[src/rtl/bcd_display_pkg.sv]
// bcd_display_pkg: shared FSM encoding, digit count and active-low 7-segment glyphs {g,f,e,d,c,b,a}
package bcd_display_pkg;
  typedef enum logic {ST_BLANK, ST_DRIVE} scan_state_t;
  localparam int NUM_DIGITS = 3;
  localparam logic [6:0] SEG_BLANK = 7'h7F;
  localparam logic [6:0] SEG_DASH  = 7'b0111111;
  localparam logic [6:0] SEG_0 = 7'b1000000;
  localparam logic [6:0] SEG_1 = 7'b1111001;
  localparam logic [6:0] SEG_2 = 7'b0100100;
  localparam logic [6:0] SEG_3 = 7'b0110000;
  localparam logic [6:0] SEG_4 = 7'b0011001;
  localparam logic [6:0] SEG_5 = 7'b0010010;
  localparam logic [6:0] SEG_6 = 7'b0000010;
  localparam logic [6:0] SEG_7 = 7'b1111000;
  localparam logic [6:0] SEG_8 = 7'b0000000;
  localparam logic [6:0] SEG_9 = 7'b0010000;
  localparam logic [9:0][6:0] SEG_DIGITS = {SEG_9, SEG_8, SEG_7, SEG_6, SEG_5,
                                            SEG_4, SEG_3, SEG_2, SEG_1, SEG_0};
  function automatic logic bcd_invalid(input logic [11:0] w);
    return (w[3:0] > 4'd9) || (w[7:4] > 4'd9) || (w[11:8] > 4'd9);
  endfunction
endpackage

[src/rtl/bcd_to_seg7.sv]
// bcd_to_seg7: combinational BCD nibble to active-low segments, dash for non-decimal codes
module bcd_to_seg7
  import bcd_display_pkg::*;
(
  input  logic [3:0] bcd,
  output logic [6:0] seg_n
);
  always_comb seg_n = (bcd > 4'd9) ? SEG_DASH : SEG_DIGITS[bcd];
endmodule

[src/rtl/bcd_seven_seg_scanner.sv]
// bcd_seven_seg_scanner: frame-synchronous 3-digit multiplexed common-anode 7-segment driver.
// Define LEADING_ZERO_BLANK_EN to suppress leading zeros in the hundreds/tens slots.
module bcd_seven_seg_scanner
  import bcd_display_pkg::*;
#(
  parameter int REFRESH_DIV  = 4096,
  parameter int BLANK_CYCLES = 16
) (
  input  logic        clk,
  input  logic        rst_n,
  input  logic [11:0] bcd_in,
  input  logic        bcd_valid,
  output logic [6:0]  seg_n,
  output logic [2:0]  an_n,
  output logic        frame_tick,
  output logic        bcd_err
);
  localparam int MAX_CNT = (REFRESH_DIV > BLANK_CYCLES) ? REFRESH_DIV : BLANK_CYCLES;
  localparam int CW = $clog2(MAX_CNT + 1);
  scan_state_t state;
  logic [CW-1:0] cnt;
  logic [1:0]    idx, idx_nxt;
  logic [11:0]   pending, display, frame_word;
  logic [3:0]    nib;
  logic [6:0]    dec_seg;
  logic [2:0]    an_sel;
  logic          last_slot, blank_slot;
  bcd_to_seg7 u_dec (.bcd(nib), .seg_n(dec_seg));
  always_comb begin
    nib        = display[{idx, 2'b00} +: 4];
    last_slot  = idx == 2'(NUM_DIGITS - 1);
    idx_nxt    = last_slot ? 2'd0 : idx + 2'd1;
    an_sel     = ~(3'b001 << idx);
    frame_word = bcd_valid ? bcd_in : pending;
`ifdef LEADING_ZERO_BLANK_EN
    blank_slot = (idx == 2'd2 && display[11:8] == 4'd0) || (idx == 2'd1 && display[11:4] == 8'd0);
`else
    blank_slot = 1'b0;
`endif
  end
  // A frame starts when the hundreds DRIVE slot ends; the post-reset BLANK therefore never ticks.
  always_ff @(posedge clk or negedge rst_n) begin
    if (!rst_n) begin
      state      <= ST_BLANK;
      cnt        <= '0;
      idx        <= 2'd0;
      pending    <= '0;
      display    <= '0;
      seg_n      <= SEG_BLANK;
      an_n       <= 3'b111;
      frame_tick <= 1'b0;
      bcd_err    <= 1'b0;
    end else begin
      frame_tick <= 1'b0;
      if (bcd_valid) pending <= bcd_in;
      if (state == ST_BLANK) begin
        if (cnt == CW'(BLANK_CYCLES - 1)) begin
          state <= ST_DRIVE;
          cnt   <= '0;
          an_n  <= blank_slot ? 3'b111 : an_sel;
          seg_n <= blank_slot ? SEG_BLANK : dec_seg;
        end else cnt <= cnt + 1'b1;
      end else if (cnt == CW'(REFRESH_DIV - 1)) begin
        state <= ST_BLANK;
        cnt   <= '0;
        idx   <= idx_nxt;
        an_n  <= 3'b111;
        seg_n <= SEG_BLANK;
        if (last_slot) begin
          display    <= frame_word;
          bcd_err    <= bcd_invalid(frame_word);
          frame_tick <= 1'b1;
        end
      end else cnt <= cnt + 1'b1;
    end
  end
endmodule

[config.mk]
export PLATFORM = sky130hd
export DESIGN_NAME = bcd_seven_seg_scanner
export DESIGN_NICKNAME = d
export VERILOG_FILES = /design/src/rtl/bcd_display_pkg.sv /design/src/rtl/bcd_to_seg7.sv /design/src/rtl/bcd_seven_seg_scanner.sv
export SDC_FILE = /design/constraint.sdc
export NUM_CORES = 1
export LEC_CHECK = 0
export BUFFER_PORTS_ARGS = -buffer_cell sky130_fd_sc_hd__buf_4
export CORE_UTILIZATION = 25
export CTS_BUF_LIST = sky130_fd_sc_hd__clkbuf_8
export CTS_CLUSTER_DIAMETER = 50
export CTS_CLUSTER_SIZE = 40
export DETAILED_ROUTE_END_ITERATION = 12
export GPL_TIMING_DRIVEN = 0
export SYNTH_ARGS = -nofsm -noshare
export SYNTH_HDL_FRONTEND = slang
export SYNTH_SLANG_ARGS = --single-unit
[constraint.sdc]
create_clock -name clk -period 2.56 [get_ports clk]
set_input_delay 0.256 -clock clk [delete_from_list [all_inputs] [get_ports clk]]
set_output_delay 0.256 -clock clk [all_outputs]
set_load 0.03 [all_outputs]
* Word level (Yosys, flattened, before mapping)
Memories as Yosys holds them, arrays and structs flattened.
Index checks and enable logic that the tools add are counted.
** Storage, ports and cells
- Bits in registers :: 52
- ROM bits :: 112
- Input bits :: 15
- Memories :: 1
- Word-level logic and storage cells :: 49
- Output and inout bits :: 12
** Cells by class
- Reductions and logical operators :: 6
- Shifts and indexed selects :: 2
- $add $sub $neg :: 2
- Magnitude comparators :: 5
- Multiplexer cells :: 19
- Bitwise operators :: 1
- Equality and inequality tests :: 4
** Memory list
- (name not given) :: words 16, width 7, rd ports 1, clocked after memory_dff 0, write ports 0, line bcd_to_seg7.sv:8 : always_comb seg_n = (bcd > 4'd9) ? SEG_DASH : SEG_DIGITS[bcd];
** Operators by type and width (number)
- 13-bit 2-to-1 mux :: 3
- 7-bit 2-to-1 mux :: 5
- 4-bit greater-than comparator (second input constant) :: 4
- 13-bit by 1-bit adder with 13-bit output (second input constant) :: 1
- 13-bit by 12-bit == test with 1-bit output (second input constant) :: 1
- 13-bit by 4-bit == test with 1-bit output (second input constant) :: 1
- 12-bit 2-to-1 mux :: 1
- 12-bit by 5-bit variable part select with 4-bit output :: 1
- 3-bit 2-to-1 mux :: 3
- 1-bit 2-to-1 mux :: 6
- 4-bit by 5-bit less-than comparator with 1-bit output (second input constant) :: 1
- 2-bit AND reduction :: 2
- 3-bit inverter :: 1
- 3-bit AND reduction :: 1
- 1-bit by 2-bit << shifter with 3-bit output (first input constant) :: 1
- 2-bit by 1-bit adder with 2-bit output (second input constant) :: 1
- 2-bit == test (second input constant) :: 1
- 1-bit logical OR :: 2
- 2-bit 2-to-1 mux :: 1
- 2-bit by 1-bit inequality test with 1-bit output (second input constant) :: 1
- 2-bit nonzero test :: 1

* Logic depth before layout (Yosys ltp)
Gate-level depths: netlist (run 1).
- Depth after elaboration :: 6
- Mapped depth :: 10
- Depth with buffers taken out :: 8

* Hierarchy
A second synthesis (run 1) with hierarchy kept.
** Second synthesis, totals
- Cell total of the unflattened synthesis :: 195
- Area total of the unflattened synthesis :: 2467.4 µm²
** By module, submodules not included
- bcd_seven_seg_scanner :: instances 1, cells each 169, area an instance 2248.4 µm²
- bcd_to_seg7 :: instances 1, cells each 26, area an instance 219.0 µm²

* Worst setup path after synthesis (run 1)
OpenSTA, ideal clock, no wires.
- Kind :: reg-to-reg
- Start point :: register idx[1]
- End point :: register seg_n[0]
- Stages on the path, launching flop included :: 11
- Required time :: 2.483 ns
- Library setup time :: 0.077 ns
- Arrival time :: 2.162 ns
- Path slack :: 0.321 ns
- Path buffers :: 2
- Cells stage by stage :: dfrtp_1 clkbuf_1 buf_2 mux2i_1 o2bb2ai_1 inv_1 ha_1 or3_1 o32ai_1 a311oi_1 a31oi_1
** On the way
- Word-level cells in the longest chain between the ends :: 6
- Elaborated cells between the ends (all ways) :: 7
** RTL lines
- start: declaration :: line bcd_seven_seg_scanner.sv:22 : logic [1:0] idx, idx_nxt;
- start signal: assignment :: line bcd_seven_seg_scanner.sv:66 : idx <= idx_nxt;
- 12-bit by 5-bit variable part select with 4-bit output (*) :: line bcd_seven_seg_scanner.sv:30 : nib = display[{idx, 2'b00} +: 4];
- memory 16 x 7 bit
- 7-bit 2-to-1 mux (not written as such) :: line bcd_to_seg7.sv:8
- 7-bit 2-to-1 mux (*) :: line bcd_to_seg7.sv:8
- 7-bit 2-to-1 mux (*) :: line bcd_seven_seg_scanner.sv:57 : if (cnt == CW'(BLANK_CYCLES - 1)) begin
- 7-bit 2-to-1 mux (*) :: line bcd_seven_seg_scanner.sv:56 : if (state == ST_BLANK) begin
- end signal: assignment :: line bcd_seven_seg_scanner.sv:61 : seg_n <= blank_slot ? SEG_BLANK : dec_seg;
- end: declaration :: line bcd_seven_seg_scanner.sv:13 : output logic [6:0] seg_n,
Mark *: on every way between the ends. The rest lies on a longest branch, timed or not. The select of a mux whose other input is x is not followed.
A chain may end at the register's enable or synchronous reset.

* Worst setup path after layout (run 1)
Same ends and word-level chain as after synthesis.

==> reports/metrics.yaml, run 1 <==
flow_run:
  drv_cap: 0
placement:
  portBuffers: 26
  dp_hpwl_um: 3920
  pre_cts_slack_ns: -0.0924
  dp.cells: 385
  place_congestion: 0.769
worst_hold_path:
  hold_depth: 2
  min_to: "pending[4]"
  hp-start: "bcd_in[4]"
  min_path_type: "in -> reg"
synthesis:
  ys_seq_elements: 52
  synth_compound_area_share_pct: 14.0
  synth_edf_count: 0
  netlist.area_leader.share_pct: 41.5
  synth_top_flop_cell: "dfrtp_1"
  synth_fa_ha_area_share_pct: 2.96
  ys_warn_count: 0
  synth_top_family_by_area: "simple AND/OR/NAND/NOR gates"
  async_flop_share_pct: 100
  synthMuxAreaShare_pct: 9.63
  yosys.area_share.simple_pct: 14.0
  synth_area_leader_cell: "dfrtp_1"
  yosysUniqueCellTypes: 55
  synth-xor-area-share_pct: 3.11
  syn_inst: 226
  synth-seq-area-share_pct: 51.9
  synth_area_leaders: "dfrtp_1 (42%), dfstp_2 (10%), mux2i_1 (5.9%), o21ai_1 (3.8%), ha_1 (3.0%)"
  syn-num-nets: 247
  syn_area_per_cell_sq_um: 11.2
  syn_area_sq_mm: 0.00253
critical_path:
  ff2ff_setup_slack_ns: 0.19
  crit_path_max_incr_delay_ns: 0.46
  r2r_start: "idx[1]"
  critPathRequiredTime_ns: 2.79
  slowest_stage: "dfrtp_2"
  critPathLaunchType: "flop"
  critical_path_class: "reg -> reg"
  r2r-end: "seg_n[0]"
  end_kind: "flop"
  rr_worst_depth: 9
  cp_max_fo: 10
  crit_chain: "buf_4, mux2i_1, o2bb2ai_2, inv_1, ha_1, or3_1, o32ai_1, a311oi_1, a31oi_1"
  cp.arrival_ns: 2.60
floorplanning:
  start_util_pct: 25.9
  io_pins: 27
  die_h_um: 103
  die_area_sq_mm: 0.0105
  core_sq_mm: 0.00977
  fp.dieW_um: 103
  rows: 36
drt:
  vias: 1798
  routed_wl_um: 5400
  wl_per_cell_um: 13.8
  remaining_drc_errors: 0
  final_antenna_net_count: 0
  drtPass1Iterations: 4
  drtIter0Drc: 86
  vias_per_cell: 4.59
grt:
  antenna_found_initial: 0
  grt_use_total_pct: 11.2
  grt_max_degree: 53
  grt_pass1_vias: 1788
  grt_pass1_wl_um: 8980
  grt_overflow: 0
clock_network:
  h-tree-depth: 2
  cts.sinks: 52
  clk_latency_ns: 0.30
  cts_buffers: 5
  ctsRootBufferMaster: "clkbuf_8"
  path_clk_slew_ns: 0.10
  clk_path_buf_depth: 2
  cts_tree: "built"
sta:
  fin_tns_setup_ns: 0
  fin_worst_skew_ns: 0.00534
  slew_violations: 0
  whs_ns: 0.191
  worst_slack_ns: 0.192
  maxSlewHeadroom_pct: 57.6
  finalSetupViolations: 0
  grt_setup_unrepaired: "false"
  layout_min_cycle_time_ns: 2.37
  fmax_mhz: 422
  worst_pin_slew_ns: 0.636
  finalCritPeriodShare_pct: 92.5
  hold_viol: 0
final_layout:
  stdcell_count: 392
  area_growth_pct: 20.1
  drive_above_1_share_pct: 26.6
  antenna_cells: 0
  nFillCells: 1037
  nNetsFinal: 279
pwr:
  irDropWorstVdd_mv: 0.250
  total_power_mw: 1.55
  power_per_cell_area_mw_per_mm2: 510
  leakagePower_nw: 1.26
status:
  outcome: "finished, final reports clean"
-- layout by cell type, fill, tap and decap left out, types with 7 or more instances in the layout --
cell      Yosys  final
dfstp_2      10     10
nor2_1        9      9
buf_4         1     28
mux2i_1      15     15
o21ai_1      19     19
nand2_1       9      9
o21ai_0       8      8
dfrtp_1      42     41
clkbuf_8      0      7
inv_1        16     16
-- metal layers --
layer	vias to the layer above	global-route usage (%)	wire (um)
met2	37	17.2	2370
met3	6	2.37	218
met5	-	0	0
met1	870	15.6	2730
met4	0	4.18	74
li1	885	-	-
-- synthesized netlist by cell type (all sizes together) (3+ instances only) --
master   n
nand2   10
nor3     4
nor4     5
and4     3
dfstp   10
a21oi    4
xor2     6
inv     16
nor2     9
ha       6
nand3    6
xnor2    3
mux2     8
clkbuf   4
o21ai   27
buf      6
o22a     3
o31ai    3
nand4    7
mux2i   15
dfrtp   42
-- final cells by class --
class | instances | area [sq um] | share of cell area (%)
timing repair buffer | 27 | 205 | 6.75
tap | 133 | 166 | 5.47
sequential | 52 | 1320 | 43.2
clock inverter | 1 | 30.0 | 0.987
clock buffer | 7 | 96.3 | 3.17
buffer | 8 | 48.8 | 1.60
multi-input combinational | 148 | 1120 | 36.8
inverter | 16 | 60.1 | 1.97
-- stage by stage --
stage | utilization [%] | cell area, sq um
floorplan | - | 2530
global placement | 29.6 | 2890
detailed placement | 29.6 | 2890
CTS | 31.1 | 3040
global route | 31.1 | 3040
finish | 31.1 | 3040
-- where the power goes --
group	switching, mW	internal, mW	leakage, nW	total [mW]
registers	0.00597	0.843	0.598	0.849
logic	0.0469	0.0353	0.598	0.0822
clock network	0.275	0.345	0.0645	0.620
-- timing repair --
action | CTS | global route
gates resized for setup | 3 | 4
setup endpoints to repair | 4 | 4
hold endpoints to repair | 6 | 0
setup buffers | 0 | 0
hold buffers | 1 | 0
-- sequential cells by signal (all words and copies together), names as in the netlist, 2 cells and up --
register / count
an_n: 3
pending: 12
display: 12
idx: 2
cnt: 13
seg_n: 7
-- logic make-up (layout without fill, tap and decap cells) --
family	count (synthesis)	after routing
compound gates	54	54
xor+xnor	9	9
fa+ha+maj	6	6
buf+inv	26	59
flops	52	52
mux	23	23
simple gates	56	56
-- worst max-delay path: cells and delay by family (launching register included) --
family	cells	cell delay, ns
AND/OR/NAND/NOR	1	0.35
buffers and inverters	2	0.31
multiplexers	1	0.14
adder cells (fa/ha/maj)	1	0.24
AO/OA/AOI/OAI	4	0.79
flip-flops	1	0.46
-- worst max path at each step --
| stage | slack, ns | depth (start not counted) | startpoint | to |
|---|---|---|---|---|
| 5_1_grt | 0.01 | 9 | idx[1] | seg_n[0] |
| 2_1_floorplan | 0.32 | 10 | idx[1] | seg_n[0] |
| 4_1_cts | 0.03 | 10 | idx[1] | seg_n[0] |
| 3_5_place_dp | -0.09 | 10 | idx[1] | seg_n[0] |
| 6_report | 0.19 | 9 | idx[1] | seg_n[0] |
| 3_3_place_gp | -0.02 | 10 | idx[1] | seg_n[0] |
No activity file was read; power rests on OpenSTA's default activity.
==> run 2: changes to the inputs <==
==> constraint.sdc (replaced) <==
create_clock -name clk -period 2.71 [get_ports clk]
set_input_delay 0.271 -clock clk [delete_from_list [all_inputs] [get_ports clk]]
set_output_delay 0.271 -clock clk [all_outputs]
set_load 0.03 [all_outputs]
==> reports/metrics.yaml, run 2 (synthesis gave the netlist of run 1 again) <==
status:
  outcome: "complete, but fails checks"
  violations: "hold timing"
clock_network:
  ctsRootBufferMaster: "clkbuf_8"
  h-tree-depth: 2
  cts.sinks: 52
  cts_hold_buf: 0
  clk_path_buf_depth: 2
  path_clk_slew_ns: 0.09
  clk_latency_ns: 0.31
  post_cts_resized: 0
  cts_setup_buffers: 0
  cts_buffers: 5
  cts_tree: "built"
critical_path:
  critical_path_class: "reg -> reg"
  cp.arrival_ns: 2.71
  r2r-end: "seg_n[0]"
  end_kind: "flop"
  cp_top_family: "compound AO/OA/AOI/OAI gates"
  r2r_start: "idx[1]"
  cp_max_fo: 10
  critPathLaunchType: "flop"
  crit_path_max_incr_delay_ns: 0.47
  path_buf_inv: 2
  critPathRequiredTime_ns: 2.95
  ff2ff_setup_slack_ns: 0.24
  crit_chain: "clkbuf_4, nor2b_1, o2bb2ai_2, inv_1, ha_1, or3_1, o32ai_1, a311oi_1, a31oi_1"
  slowest_stage: "dfrtp_1"
  rr_worst_depth: 9
drt:
  routed_wl_um: 5400
  vias: 1791
  remaining_drc_errors: 0
  final_antenna_net_count: 0
  drtIter0Drc: 108
  vias_per_cell: 4.57
  drtPass1Iterations: 4
  wl_per_cell_um: 13.8
placement:
  portBuffers: 26
  place_congestion: 0.769
  dp_hpwl_um: 3920
pwr:
  irDropWorstVdd_mv: 0.236
  leakagePower_nw: 1.26
  total_power_mw: 1.46
  power_per_cell_area_mw_per_mm2: 483
final_layout:
  ff_latch_area_sq_mm: 0.00131
  multi_input_area_sq_mm: 0.00112
  final_common_cell: "dfrtp_1"
  top_regs: "cnt x13, display x12, pending x12"
  nFillCells: 1037
  nNetsFinal: 279
  area_growth_pct: 19.7
  most-common-layout-cells: "dfrtp_1 (42), buf_4 (27), o21ai_1 (19)"
  antenna_cells: 0
  drive_above_1_share_pct: 25.5
  largest_register_ffs: 13
  top_register: "cnt"
grt:
  grt_use_total_pct: 11.2
  antenna_found_initial: 0
  grt.busiest_layer: "met2"
  grt_pass1_wl_um: 8950
  grt_max_degree: 53
  grt_use_met2_pct: 17.0
  grt_use_met3_pct: 2.37
  grtUsageMet1_pct: 15.6
  grt_pass1_vias: 1775
  grt_overflow: 0
sta:
  fmax_mhz: 404
  hold_viol: 38
  fin_worst_skew_ns: 0.00363
  grt_setup_unrepaired: "false"
  worst_pin_slew_ns: 0.635
  maxSlewHeadroom_pct: 57.7
  layout_min_cycle_time_ns: 2.47
  slew_violations: 0
  whs_ns: -0.0256
  finalSetupViolations: 0
  finalCritPeriodShare_pct: 91.2
  fin_tns_setup_ns: 0
floorplanning:
  core_sq_mm: 0.00977
  io_pins: 27
  fp.dieW_um: 103
  start_util_pct: 25.9
  die_area_sq_mm: 0.0105
  rows: 36
  die_h_um: 103
flow_run:
  drv_cap: 0
worst_hold_path:
  min_path_type: "in -> async"
==> run 2: cell count changes in the layout (fill, tap and decap cells not counted), sizes merged <==
| cell | previous run | this run |
|---|---|---|
| buf | 32 | 31 |
| clkbuf | 9 | 11 |
| dlygate4sd3 | 1 | 0 |
==> run 2: worst register-to-register path, stage by stage, from the launching register on <==
cell and delay, ns:
dfrtp_1 0.47, clkbuf_4 0.23, nor2b_1 0.26, o2bb2ai_2 0.19
inv_1 0.12, ha_1 0.24, or3_1 0.35, o32ai_1 0.20
a311oi_1 0.14, a31oi_1 0.21
==> run 2: where the power goes <==
group / total (mW) / internal [mW] / switching (mW) / leakage, nW
registers: 0.802 / 0.796 / 0.00564 / 0.600
clock network: 0.586 / 0.326 / 0.260 / 0.0645
logic: 0.0765 / 0.0324 / 0.0441 / 0.591
==> run 2: worst max-delay path by stage <==
| stage | from | end | slack [ns] | cells after the start |
|---|---|---|---|---|
| 6_report | idx[1] | seg_n[0] | 0.24 | 9 |
| 5_1_grt | idx[0] | seg_n[0] | 0.03 | 9 |
| 4_1_cts | idx[1] | seg_n[0] | 0.02 | 10 |
| 3_5_place_dp | idx[1] | seg_n[0] | 0.06 | 10 |
| 3_3_place_gp | idx[1] | seg_n[0] | 0.13 | 10 |
| 2_1_floorplan | idx[1] | seg_n[0] | 0.47 | 10 |
==> run 2: metrics by stage <==
| step | instances | instance area (sq um) | hold slack (ns) | setup WS, ns | util [%] |
|---|---|---|---|---|---|
| 2_1_floorplan | 226 | 2530 | -0.0246 | 0.471 | - |
| 3_3_place_gp | 385 | 2890 | 0.345 | 0.131 | 29.6 |
| 3_5_place_dp | 385 | 2890 | 0.347 | 0.0576 | 29.6 |
| 4_1_cts | 393 | 3020 | 0.0114 | 0.0210 | 30.9 |
| 5_1_grt | 392 | 3030 | 0.0453 | 0.0295 | 31.0 |
| 6_report | 392 | 3030 | -0.0256 | 0.237 | 31.0 |
==> run 2: layout make-up <==
class	count	area share [%]
repair buffers	26	6.44
inverters	16	1.98
plain buffers	9	1.69
flip-flops and latches	52	43.4
clock buffers	7	3.18
well taps	133	5.49
clock inverters	1	0.991
multi-input cells	148	36.9
==> run 2: per-layer routing <==
| layer | wire length, um | vias to the layer above |
|---|---|---|
| met4 | 74 | 0 |
| met1 | 2750 | 860 |
| li1 | - | 887 |
| met5 | 0 | - |
| met2 | 2380 | 38 |
| met3 | 207 | 6 |
